===== config.mk =====
export PLATFORM = sky130hd
export DESIGN_NAME = fifo_rd_stream
export DESIGN_NICKNAME = d
export VERILOG_FILES = /design/src/rtl/fifo_rd_stream.sv
export SDC_FILE = /design/constraint.sdc
export NUM_CORES = 1
export LEC_CHECK = 0
export CAP_MARGIN = 10
export CORE_MARGIN = 2
export CORE_UTILIZATION = 40
export DETAILED_ROUTE_END_ITERATION = 16
export GPL_TIMING_DRIVEN = 1
export PLACE_DENSITY = 0.66
export SYNTH_ARGS = -nofsm -noshare
export SYNTH_HDL_FRONTEND = slang
export SYNTH_SLANG_ARGS = --single-unit

===== constraint.sdc =====
create_clock -name rd_clk -period 2.1 [get_ports rd_clk]
set_clock_uncertainty 0.1 [all_clocks]
set_input_delay 0.315 -clock rd_clk [delete_from_list [all_inputs] [get_ports rd_clk]]
set_output_delay 0.315 -clock rd_clk [all_outputs]
set_load 0.01 [all_outputs]

===== src/rtl/fifo_rd_stream.sv =====
// Read-side drain stage behind the async FIFO (rd_clk domain).
// Issues FIFO reads with 1-cycle data latency and re-presents the words
// as a valid/ready stream through a 2-entry skid buffer. The stream is
// framed into PKT_LEN-word packets, and the stage counts completed packets.
module fifo_rd_stream #(
  parameter int unsigned DWIDTH  = 32,
  parameter int unsigned PKT_LEN = 8,
  parameter int unsigned CNT_W   = 16
) (
  input  logic              rd_clk,
  input  logic              rstrn,
  input  logic              flush,
  input  logic              fifo_empty,
  input  logic [DWIDTH-1:0] fifo_dout,
  output logic              fifo_rd_en,
  output logic              m_valid,
  input  logic              m_ready,
  output logic [DWIDTH-1:0] m_data,
  output logic              m_last,
  output logic [CNT_W-1:0]  pkt_cnt
);

  localparam int unsigned WC_W = (PKT_LEN > 2) ? $clog2(PKT_LEN) : 1;
  localparam logic [WC_W-1:0] WC_MAX = WC_W'(PKT_LEN - 1);

  logic [1:0]        occ_q, occ_n;
  logic              inflight_q, inflight_n;
  logic [WC_W-1:0]   wc_q, wc_n;
  logic [DWIDTH-1:0] head_d_q, head_d_n, tail_d_q, tail_d_n;
  logic              head_l_q, head_l_n, tail_l_q, tail_l_n;
  logic              valid_q, valid_n;
  logic [CNT_W-1:0]  pkt_q, pkt_n;

  logic              pop;
  logic              cap;
  logic              cap_last;
  logic [2:0]        fill;

  // Read issue: keep buffered plus in-flight words within the 2 free slots
  always_comb begin
    pop        = valid_q & m_ready;
    cap        = inflight_q & ~flush;
    cap_last   = (wc_q == WC_MAX);
    fill       = 3'({1'b0, occ_q}) + 3'(inflight_q) - 3'(pop);
    fifo_rd_en = rstrn & ~flush & ~fifo_empty & (fill < 3'd2);
  end

  // Next-state: skid buffer, packet framing and counter
  always_comb begin
    occ_n      = occ_q;
    inflight_n = fifo_rd_en;
    wc_n       = wc_q;
    head_d_n   = head_d_q;
    head_l_n   = head_l_q;
    tail_d_n   = tail_d_q;
    tail_l_n   = tail_l_q;
    pkt_n      = pkt_q;

    if (flush) begin
      occ_n      = 2'd0;
      inflight_n = 1'b0;
      wc_n       = '0;
    end else begin
      if (pop && head_l_q) begin
        pkt_n = pkt_q + CNT_W'(1);
      end
      if (cap) begin
        wc_n = cap_last ? '0 : wc_q + WC_W'(1);
      end
      case (occ_q)
        2'd0: begin
          if (cap) begin
            head_d_n = fifo_dout;
            head_l_n = cap_last;
            occ_n    = 2'd1;
          end
        end
        2'd1: begin
          if (pop && cap) begin
            head_d_n = fifo_dout;
            head_l_n = cap_last;
          end else if (pop) begin
            occ_n = 2'd0;
          end else if (cap) begin
            tail_d_n = fifo_dout;
            tail_l_n = cap_last;
            occ_n    = 2'd2;
          end
        end
        default: begin
          if (pop) begin
            head_d_n = tail_d_q;
            head_l_n = tail_l_q;
            if (cap) begin
              tail_d_n = fifo_dout;
              tail_l_n = cap_last;
            end else begin
              occ_n = 2'd1;
            end
          end
        end
      endcase
    end
    valid_n = (occ_n != 2'd0);
  end

  // State registers with synchronous active-low reset
  always_ff @(posedge rd_clk) begin
    if (!rstrn) begin
      occ_q      <= 2'd0;
      inflight_q <= 1'b0;
      wc_q       <= '0;
      head_d_q   <= '0;
      head_l_q   <= 1'b0;
      tail_d_q   <= '0;
      tail_l_q   <= 1'b0;
      valid_q    <= 1'b0;
      pkt_q      <= '0;
    end else begin
      occ_q      <= occ_n;
      inflight_q <= inflight_n;
      wc_q       <= wc_n;
      head_d_q   <= head_d_n;
      head_l_q   <= head_l_n;
      tail_d_q   <= tail_d_n;
      tail_l_q   <= tail_l_n;
      valid_q    <= valid_n;
      pkt_q      <= pkt_n;
    end
  end

  // Stream outputs always reflect the buffer head
  always_comb begin
    m_valid = valid_q;
    m_data  = head_d_q;
    m_last  = head_l_q;
    pkt_cnt = pkt_q;
  end

endmodule


# Word level (Yosys, flattened, before mapping)

Index checks and enable logic that the tools add are counted.

Add/subtract/negate cells: 4
Magnitude comparators: 1
Equal/unequal tests: 6
Multiplexer cells: 27
Bitwise logic cells: 9
Reduce and logical (&&, ||, !) cells: 10

Operator list:

| cell                  | count |
|---|---|
| $mux 32               | 7 |
| $pmux 32 s2           | 2 |
| $add 16x1->16 const B | 1 |
| $mux 2                | 7 |
| $ne 2x2->1 const B    | 4 |
| $mux 1                | 7 |
| $and 1x1->1           | 5 |
| $reduce_and 5->1      | 1 |
| $not 1->1             | 4 |
| $pmux 1 s2            | 2 |
| $pmux 2 s2            | 1 |
| $reduce_and 4->1      | 1 |
| $reduce_bool 2->1     | 2 |
| $add 2x1->3           | 1 |
| $add 3x1->3 const B   | 1 |
| $eq 3x3->1 const B    | 1 |
| $lt 3x2->1 const B    | 1 |
| $mux 3                | 1 |
| $reduce_bool 3->1     | 1 |
| $sub 3x1->3           | 1 |
| $eq 2x1->1 const B    | 1 |
| $logic_and 1x1->1     | 2 |
| $logic_not 2->1       | 1 |
| $reduce_and 2->1      | 1 |
| $reduce_or 2->1       | 1 |

Register bits: 89
Input bits: 37
Output and inout port bits: 51
Word-level logic and storage cells: 66

# Depth between registers and ports, before layout

Depth after elaboration: 8
Gate-level depth with buffers: 7

# Least setup slack after synthesis

Ideal clock, no wire load.

Kind: register to output
From: register valid_q, in the netlist m_valid
To: output fifo_rd_en
Arrival time: 1.853 ns
Required time: 1.685 ns
Setup slack: -0.168 ns
Stages on the path, launching flop included: 7
Cell sequence: dfxtp_1 > nand2_1 > xnor2_1 > nand2_1 > fa_1 > xor2_1 > nor4b_1

Longest elaborated chain between the ends: 4

Ends and longest elaborated chain:

| what                   | line | text |
|---|---|---|
| start, declared        | 31   | `logic valid_q, valid_n;` |
| start signal, assigned | 127  | `valid_q <= valid_n;` |
| $and 1x1->1            | 41   | `pop = valid_q & m_ready;` |
| $sub 3x1->3            | 44   | `fill = 3'({1'b0, occ_q}) + 3'(inflight_q) - 3'(pop);` |
| $lt 3x2->1             | 45   | `fifo_rd_en = rstrn & ~flush & ~fifo_empty & (fill < 3'd2);` |
| $and 1x1->1            | 45   |  |
| end, declared          | 15   | `output logic fifo_rd_en,` |

Every way passes these cells.

# Final worst setup path

Ends and elaborated chain as after synthesis.

==> flow_metrics.env <==
export IMPL_fp_coreArea_um2=9280
export IMPL_clock_path_buffers=2
export IMPL_drv_cap=0
export IMPL_fin_hold_ws_ps=184
export IMPL_rows=35
export IMPL_layout_nets=554
export IMPL_die_area_um2=10400
export IMPL_n_antenna_cell=0
export IMPL_root_buffer="clkbuf_8"
export IMPL_drc_errors=0
export IMPL_status="finished, violations left"
export IMPL_worstSetupPathType="register to output pin"
export IMPL_area_delta_synth_final_pct=35.0
export IMPL_vias_per_cell=5.20
export IMPL_hold_class="input port to register"
export IMPL_antenna_found_initial=0
export IMPL_arrival_ps=1910
export IMPL_multiInputGateArea_um2=1920
export IMPL_grt_pass1_wl_mm=15.1
export IMPL_drv_slew=0
export IMPL_fin_area_um2=5190
export IMPL_power_uw=3290
export IMPL_gp_congestion=0.794
export IMPL_dp_cells=631
export IMPL_ys_warn_count=0
export IMPL_ys_types=38
export IMPL_synthCells=428
export IMPL_worstSetupStartpointType="register"
export IMPL_max_freq_mhz=430
export IMPL_numCtsBuffers=9
export IMPL_worstPathRequired_ps=1680
export IMPL_first_pass_iters=4
export IMPL_ys_seq_elements=89
export IMPL_power_density_nw_per_um2=633
export IMPL_avgSynthCellArea_um2=8.99
export IMPL_synth_area_um2=3850
export IMPL_layout_common_cells="dfxtp_1 (87), clkdlybuf4s50_1 (84), nor2_1 (47)"
export IMPL_stdcell_count=647
export IMPL_drive_gt1_share_pct=10.0
export IMPL_vias=3366
export IMPL_final_common_cell="dfxtp_1"
export IMPL_hold_viol=0
export IMPL_fin_crit_sh_pct=111
export IMPL_chipWidth_um=102
export IMPL_start_util_pct=41.4
export IMPL_worstMarginPinSlew_ps=647
export IMPL_grt_max_degree=67
export IMPL_place_area_um2=4980
export IMPL_period_needed_ps=2320
export IMPL_setup_viol=1
export IMPL_fin_ws_ps=-224
export IMPL_p_leak_uw=0.00172
export IMPL_clock_sinks=89
export IMPL_rsz0062_at_grt="true"
export IMPL_postRouteAntennaNets=0
export IMPL_io_buffers=87
export IMPL_clk_pin_slew_ps=90
export IMPL_relSlewSlack_pct=56.8
export IMPL_wl_mm=9.06
export IMPL_grt_pass1_vias=3259
export IMPL_violations="negative setup slack"
export IMPL_post_cts_buffers=0
export IMPL_wl_per_cell_um=14.0
export IMPL_hpwl_mm=6.18
export IMPL_syn_num_nets=469
export IMPL_drt_initial_drc_count=104
export IMPL_fillers=844
export IMPL_io_pins=88
export IMPL_endpoint_kind="output pin"
export IMPL_track_usage_pct=18.2
export IMPL_h_tree_depth=3
export IMPL_grt_overflow=0
export IMPL_irDropWorstVdd_mv=0.355
export IMPL_cts_tree="done"
export IMPL_die_h_um=102
export IMPL_ys_seq_area_share_pct=46.3
export IMPL_clock_latency_ps=350
export IMPL_crit_path_max_fanout=2
export IMPL_register_area_um2=1780
==> layout make-up <==
cell class | instances | share of cell area (%)
Multi-Input combinational cell | 297 | 36.9
Sequential cell | 89 | 34.4
Timing Repair Buffer | 112 | 21.2
Tap cell | 129 | 3.11
Clock buffer | 11 | 2.92
Clock inverter | 5 | 1.23
Inverter | 4 | 0.289
==> report_power, final <==
part | internal [µW] | switching (µW) | leakage (µW)
sequential | 1710 | 16.5 | 0.000720
combinational | 160 | 149 | 0.000895
clock | 622 | 625 | 0.000106
==> flip-flops by register name, summed over array words and instances (netlist names) <==
register / flops
m_data: 32
tail_d_q: 32
pkt_cnt: 16
wc_q: 3
occ_q: 2
inflight_q: 1
m_last: 1
m_valid: 1
tail_l_q: 1
==> layer usage <==
| metal | vias up | GRT usage, % | part of all wire (%) |
|---|---|---|---|
| li1 | 1720 | - | - |
| met1 | 1553 | 23.9 | 48 |
| met2 | 82 | 29.9 | 46 |
| met3 | 11 | 2.87 | 4.5 |
| met4 | 0 | 7.59 | 1.4 |
| met5 | - | 0 | 0 |
==> cells by family after synthesis <==
logic type	Yosys count	synth area share, %
buffers and inverters	42	4.68
XOR/XNOR	10	2.28
AO/OA/AOI/OAI	121	20.5
flip-flops	89	46.3
AND/OR/NAND/NOR	125	15.1
adder cells (fa/ha/maj)	4	1.50
multiplexers	37	9.63
==> through the flow <==
step                setup WS (ps)  TNS, ps  util (%)
finish                       -224     -224      55.9
global route                 -358     -358      55.9
CTS                          -253     -253      55.9
detailed placement           -849    -1100      53.6
global placement             -786     -856      53.6
floorplan                    71.3        0         -
==> worst max-delay path: stages, from the launching register on <==
cell	delay [ps]
dfxtp_2	340
nand2_2	70
xnor2_1	160
nand2_1	90
fa_2	330
xor2_1	170
nor4b_2	230
buf_2	180
==> cells in the mapped netlist (all sizes together) <==
cell type | number | share of area (%)
a21oi | 11 | 1.4
xnor2 | 6 | 1.4
clkbuf | 17 | 1.7
or3 | 4 | 0.65
or4 | 3 | 0.59
nor4b | 2 | 0.46
buf | 21 | 2.6
and4b | 1 | 0.26
nand4b | 1 | 0.39
nand3b | 1 | 0.20
dfxtp | 89 | 46
xor2 | 4 | 0.91
nor2b | 1 | 0.16
and2 | 2 | 0.33
nor3 | 2 | 0.39
a311o | 1 | 0.26
ha | 3 | 0.98
a211oi | 33 | 6.4
or2 | 2 | 0.33
nor2 | 47 | 4.6
nor4 | 1 | 0.16
o31ai | 3 | 0.59
o21ai | 38 | 4.9
nand2 | 44 | 4.3
o211ai | 33 | 6.4
nand4 | 4 | 0.65
and4 | 3 | 0.68
mux2i | 37 | 9.6
nand3 | 5 | 0.65
a2bb2oi | 1 | 0.23
inv | 4 | 0.39
nand2b | 2 | 0.33
fa | 1 | 0.52
a21o | 1 | 0.20
==> path summary, 6_finish.rpt <==
path,to,slack [ps],start,cells past startpoint
max,fifo_rd_en,-220,m_valid$_SDFF_PN0_,7
min,tail_l_q$_SDFFE_PN0P_,180,rstrn,3
max reg2reg,m_data[20]$_SDFFE_PN0P_,130,occ_q[1]$_SDFF_PN0_,7
min reg2reg,pkt_cnt[15]$_SDFFE_PN0P_,390,pkt_cnt[15]$_SDFFE_PN0P_,2
==> what timing repair did <==
| item | in CTS | in global routing |
|---|---|---|
| hold buffers | 0 | 0 |
| gates cloned | 0 | 0 |
| endpoints found under the setup margin | 1 | 1 |
| pin swaps | 2 | 0 |
| resized for setup | 7 | 0 |
(Power assumes the default switching activity.)
